===== src/rtl/trits_to_trytes_stream.sv =====
// trits_to_trytes_stream
// Converts one captured Curl hash/state slice of balanced trits into a
// stream of ASCII tryte characters ('9', 'A'..'Z'), one per handshake.
//
// Ports:
//   clk, rst_n      clock, asynchronous active-low reset
//   hash_valid/ready/trits  hash input handshake; trit i at [2i+1:2i]
//                   (00=0, 01=+1, 11=-1, 10=invalid, decoded as 0)
//   flush           synchronous abort of the stream in progress
//   chr_valid/ready/data/last  character output handshake; chr_last marks
//                   character NUM_TRITS/3-1
//   busy            FSM state view: 1 in STREAM, 0 in IDLE
//   err_invalid     sticky flag: captured hash held at least one 2'b10 code
//
// Handshake rule (both ports): a transfer happens on a rising edge where
// valid and ready are both 1. While chr_valid=1 and chr_ready=0, chr_data and
// chr_last stay unchanged. hash_valid is only accepted while hash_ready=1.
module trits_to_trytes_stream #(
  parameter int NUM_TRITS = 243
) (
  input  logic                   clk,
  input  logic                   rst_n,
  input  logic                   hash_valid,
  output logic                   hash_ready,
  input  logic [2*NUM_TRITS-1:0] hash_trits,
  input  logic                   flush,
  output logic                   chr_valid,
  input  logic                   chr_ready,
  output logic [7:0]             chr_data,
  output logic                   chr_last,
  output logic                   busy,
  output logic                   err_invalid
);

  localparam int NUM_CHR = NUM_TRITS / 3;
  localparam int IDX_W   = (NUM_CHR > 1) ? $clog2(NUM_CHR) : 1;
  localparam logic [IDX_W-1:0] LAST_IDX = IDX_W'(NUM_CHR - 1);
  localparam logic ONE_CHR = (NUM_CHR == 1);

  typedef enum logic {
    IDLE   = 1'b0,
    STREAM = 1'b1
  } state_t;

  state_t                 state;
  logic [2*NUM_TRITS-1:0] trit_q;
  logic [IDX_W-1:0]       idx;
  logic [2*NUM_TRITS-1:0] trit_shift;
  logic                   any_invalid;

  // Balanced-trit code to signed value; the invalid code counts as 0.
  function automatic logic signed [5:0] trit_val(input logic [1:0] code);
    case (code)
      2'b01:   trit_val = 6'sd1;
      2'b11:   trit_val = -6'sd1;
      default: trit_val = 6'sd0;
    endcase
  endfunction

  // Three trits (t0 in the low bits) to the tryte alphabet character.
  function automatic logic [7:0] tryte_chr(input logic [5:0] t);
    logic signed [5:0] v;
    logic [7:0]        v8;
    v  = trit_val(t[1:0]) + 6'sd3 * trit_val(t[3:2]) + 6'sd9 * trit_val(t[5:4]);
    v8 = {{2{v[5]}}, v};
    if (v == 6'sd0)      tryte_chr = 8'h39;
    else if (v > 6'sd0)  tryte_chr = 8'h40 + v8;
    else                 tryte_chr = 8'h5B + v8;
  endfunction

  // The held hash is shifted one tryte per accepted character, so the
  // current character always comes from the low six bits.
  always_comb begin
    trit_shift  = trit_q >> 6;
    any_invalid = 1'b0;
    for (int i = 0; i < NUM_TRITS; i++) begin
      if (hash_trits[2*i +: 2] == 2'b10) any_invalid = 1'b1;
    end
  end

  assign hash_ready = (state == IDLE);
  assign chr_valid  = (state == STREAM);
  assign busy       = (state == STREAM);

  always_ff @(posedge clk or negedge rst_n) begin
    if (!rst_n) begin
      state       <= IDLE;
      trit_q      <= '0;
      idx         <= '0;
      chr_data    <= 8'h00;
      chr_last    <= 1'b0;
      err_invalid <= 1'b0;
    end else begin
      case (state)
        IDLE: begin
          // flush has no meaning here and must not block a capture.
          if (hash_valid) begin
            trit_q      <= hash_trits;
            idx         <= '0;
            chr_data    <= tryte_chr(hash_trits[5:0]);
            chr_last    <= ONE_CHR;
            err_invalid <= any_invalid;
            state       <= STREAM;
          end
        end
        STREAM: begin
          // flush wins over a simultaneous character handshake.
          if (flush) begin
            state    <= IDLE;
            idx      <= '0;
            chr_data <= 8'h00;
            chr_last <= 1'b0;
          end else if (chr_ready) begin
            if (idx == LAST_IDX) begin
              state    <= IDLE;
              idx      <= '0;
              chr_data <= 8'h00;
              chr_last <= 1'b0;
            end else begin
              idx      <= idx + 1'b1;
              trit_q   <= trit_shift;
              chr_data <= tryte_chr(trit_shift[5:0]);
              chr_last <= ((idx + 1'b1) == LAST_IDX);
            end
          end
        end
        default: state <= IDLE;
      endcase
    end
  end

endmodule


===== config.mk =====
export PLATFORM = sky130hd
export DESIGN_NAME = trits_to_trytes_stream
export DESIGN_NICKNAME = d
export VERILOG_FILES = /design/src/rtl/trits_to_trytes_stream.sv
export SDC_FILE = /design/constraint.sdc
export NUM_CORES = 1
export LEC_CHECK = 0
export CAP_MARGIN = 5
export CORE_MARGIN = 5
export CORE_UTILIZATION = 31
export DETAILED_ROUTE_END_ITERATION = 7
export PLACE_DENSITY = 0.5
export REMOVE_ABC_BUFFERS = 1
export SYNTH_ARGS = -nofsm -noshare
export SYNTH_HDL_FRONTEND = slang
export SYNTH_SLANG_ARGS = --single-unit

===== constraint.sdc =====
create_clock -name clk -period 4.1 [get_ports clk]
set_clock_uncertainty 0.1 [all_clocks]
set_input_delay 0.82 -clock clk [delete_from_list [all_inputs] [get_ports clk]]
set_output_delay 0.82 -clock clk [all_outputs]
set_load 0.02 [all_outputs]

==> impl_metrics.csv <==
group,metric,value,unit
routing,routed.top_layer,"met5",
place,place_worst_setup_slack,-723,ps
timing,rsz0062_at_grt,"no",
clock_network,cts_hold_buf,0,
outcome,status,"complete, no violations",
clock_network,cts.clk_slew.worst_paths,60,ps
clock_network,cts-root-buf,"clkbuf_16",
clock_network,clkSinkCount,497,
synthesis,yosys-top-cells-area,"dfrtp_1 (47%), mux2i_1 (18%), nand2_1 (6.5%)",
place,gp_congestion,0.886,
routing,drc,0,
routing,avgViaCountPerCell,4.86,
routing,wl_met2,52100,um
worst_setup_path,crit_arrival,4340,ps
timing,whs,165,ps
timing,final_hold_viol_count,0,
synthesis,async_flop_share,100,%
synthesis,synth_cell_types,52,
power_and_ir_drop,p_per_area,540,nW/um^2
die,start_util,31.2,%
timing,fmax,253,MHz
synthesis,ys_warn_count,0,
die,core_area,85300,um^2
routing,routed-wl-met3,7160,um
grt,grt_pass1_wl,153000,um
timing,layout_setup_ws,149,ps
synthesis,ys.flop_type,"dfrtp_1",
final_layout,area_growth,31.0,%
worst_setup_path,r2r_setup_slack,270,ps
final_layout,drive_above_1_share,10.3,%
routing,drt-initial-drc-count,1555,
worst_setup_path,worst-endpoint-required,4490,ps
place,portBuffers,502,
die,die_w,303,um
synthesis,synth_top_cell_by_area,"dfrtp_1",
worst_setup_path,criticalPathCategory,"in2reg",
grt,antenna_found_initial,30,
synthesis,avgSynthCellArea,9.81,um^2
synthesis,syn_inst,2715,
place,hpwl,89400,um
synthesis,synthesis.area,26600,um^2
die,rows,107,
synthesis,ys_seq_area_share,46.7,%
worst_setup_path,cp_max_fo,2,
worst_setup_path,rr_startpoint,"trit_q[10]",
synthesis,synthDominantCellAreaShare,46.7,%
worst_hold_path,holdCritPathClass,"in2async",
timing,maxSlewHeadroom,31.9,%
worst_setup_path,r2r-end,"chr_data[2]",
routing,drtPass1Iterations,4,
grt,grtUsageTotal,23.3,%
timing,drv_slew,0,
timing,min_period,3950,ps
timing,period_share,96.4,%
routing,wl_per_cell,25.2,um
routing,drt-met1-wl,48000,um
die,die_area,91900,um^2
power_and_ir_drop,vdd_drop_max,0.306,mV
worst_setup_path,critPathCapture,"chr_data[1]",
clock_network,cts_made_buffers,59,
worst_setup_path,worstSetupStartpointType,"input port",
synthesis,yosysMostFrequentCell,"dfrtp_1",
synthesis,ys_seq_elements,497,
synthesis,synth_edf_count,0,
run,drv_cap,0,
worst_setup_path,worstSetupStartpoint,"hash_trits[1]",
grt,grt_start_max_net_pins,156,
final_layout,layout.nets,3717,
routing,routed_wl,110000,um
synthesis,synth_common_cells,"dfrtp_1 (497), mux2i_1 (476), nand2_1 (458)",
timing,finalSetupViolations,0,
clock_network,cts_buffer_depth,3,
clock_network,htree_num_levels,2,
worst_setup_path,end_kind,"flip-flop",
power_and_ir_drop,p_leak,16.3,nW
routing,detail-route-antenna-nets,0,
die,io_pins,504,
grt,grt_pass1_vias,21988,
clock_network,cts_tree,"done",
worst_setup_path,r2r_cells,15,
clock_network,clock_latency,630,ps
die,die_h,303,um
timing,worst_slew_pin_slew,1020,ps
routing,via_count,21310,
grt,gr-total-overflow,0,
## worst min-delay path by stage
stage                     depth (start not counted)   startpoint           to  slack (ps)
after global placement                            2  trit_q[480]  trit_q[480]         350
after CTS                                         1        rst_n  trit_q[473]         190
after detailed placement                          2  trit_q[484]  trit_q[484]         360
after floorplan                                   2  trit_q[480]  trit_q[480]         340
after global routing                              1        rst_n  chr_data[1]         230
final                                             1        rst_n  chr_data[6]         160
## layout by cell type, fill, tap and decap left out, drive strengths merged, types with 3 or more instances in the layout
master	n
o2111ai	8
nor2	10
ha	33
diode	10
bufinv	9
nand4	7
o31ai	5
o211ai	4
a21oi	7
a221o	3
clkinv	9
and2	3
clkdlybuf4s50	499
a221oi	11
a21o	5
nand2	508
o21ai	488
dfrtp	497
clkbuf	87
xor2	4
nor2b	4
mux2i	476
nand3	16
fa	10
buf	78
xnor2	7
nor3	9
inv	271
o22ai	96
nand2b	25
nor4	19
## sequential cells by signal, summed over array words and instances, names as in the netlist
register	count
chr_data	7
busy	1
trit_q	480
idx	7
chr_last	1
err_invalid	1
## per-layer routing
metal	track usage (%)	vias up
li1	-	10209
met1	31.0	10309
met2	38.4	617
met3	5.22	147
met4	6.26	28
met5	0	-
## cells by family after synthesis
kind of cell | synth area share [%]
other | 0.0141
AOI/OAI and AO/OA | 14.2
DFF | 46.7
buffers and inverters | 8.45
xor gates and xnor gates | 0.620
and+or+nand+nor | 9.76
muxes | 17.9
adders and majority gates | 2.38
## metrics by stage
stage / total power, mW / cells / TNS, ps / util, % / instance area (um^2)
CTS: 18.9 / 4372 / 0 / 40.8 / 34800
detailed placement: 13.1 / 4262 / -4730 / 38.2 / 32600
finish: 18.9 / 4385 / 0 / 40.9 / 34900
floorplan: 11.9 / 2543 / - / - / 25400
global placement: 12.8 / 4262 / -4720 / 38.2 / 32600
global route: 19.9 / 4379 / 0 / 40.9 / 34900
## power breakdown
| group | internal [mW] | switching, mW |
|---|---|---|
| combinational | 2.50 | 3.08 |
| sequential | 6.46 | 1.05 |
| clock | 3.53 | 2.24 |
| total | 12.5 | 6.37 |
## layout make-up
| cell class | count | area (um^2) |
|---|---|---|
| clock inverters | 22 | 363 |
| clock buffers | 87 | 1760 |
| inverters | 269 | 1010 |
| diodes | 10 | 25.0 |
| well taps | 1144 | 1430 |
| multi-input cells | 1777 | 12100 |
| fillers | 8451 | 50400 |
| flip-flops and latches | 497 | 12400 |
| repair buffers | 579 | 5810 |
## worst max-delay path: stages
cell	delay (ps)
clkdlybuf4s50_1	480
nand2_1	130
ha_4	270
ha_1	270
ha_1	130
inv_1	50
fa_1	520
inv_2	50
ha_4	160
fa_2	450
or4_4	550
nand3_1	90
o21ai_0	80
a221o_1	290
## repair_timing
item                       4_1_cts  5_1_grt
pin swaps                        1        9
setup endpoints to repair        7        7
buffers inserted                 1        3
resized for setup                6       18
Power figures use the tool's default switching activity.
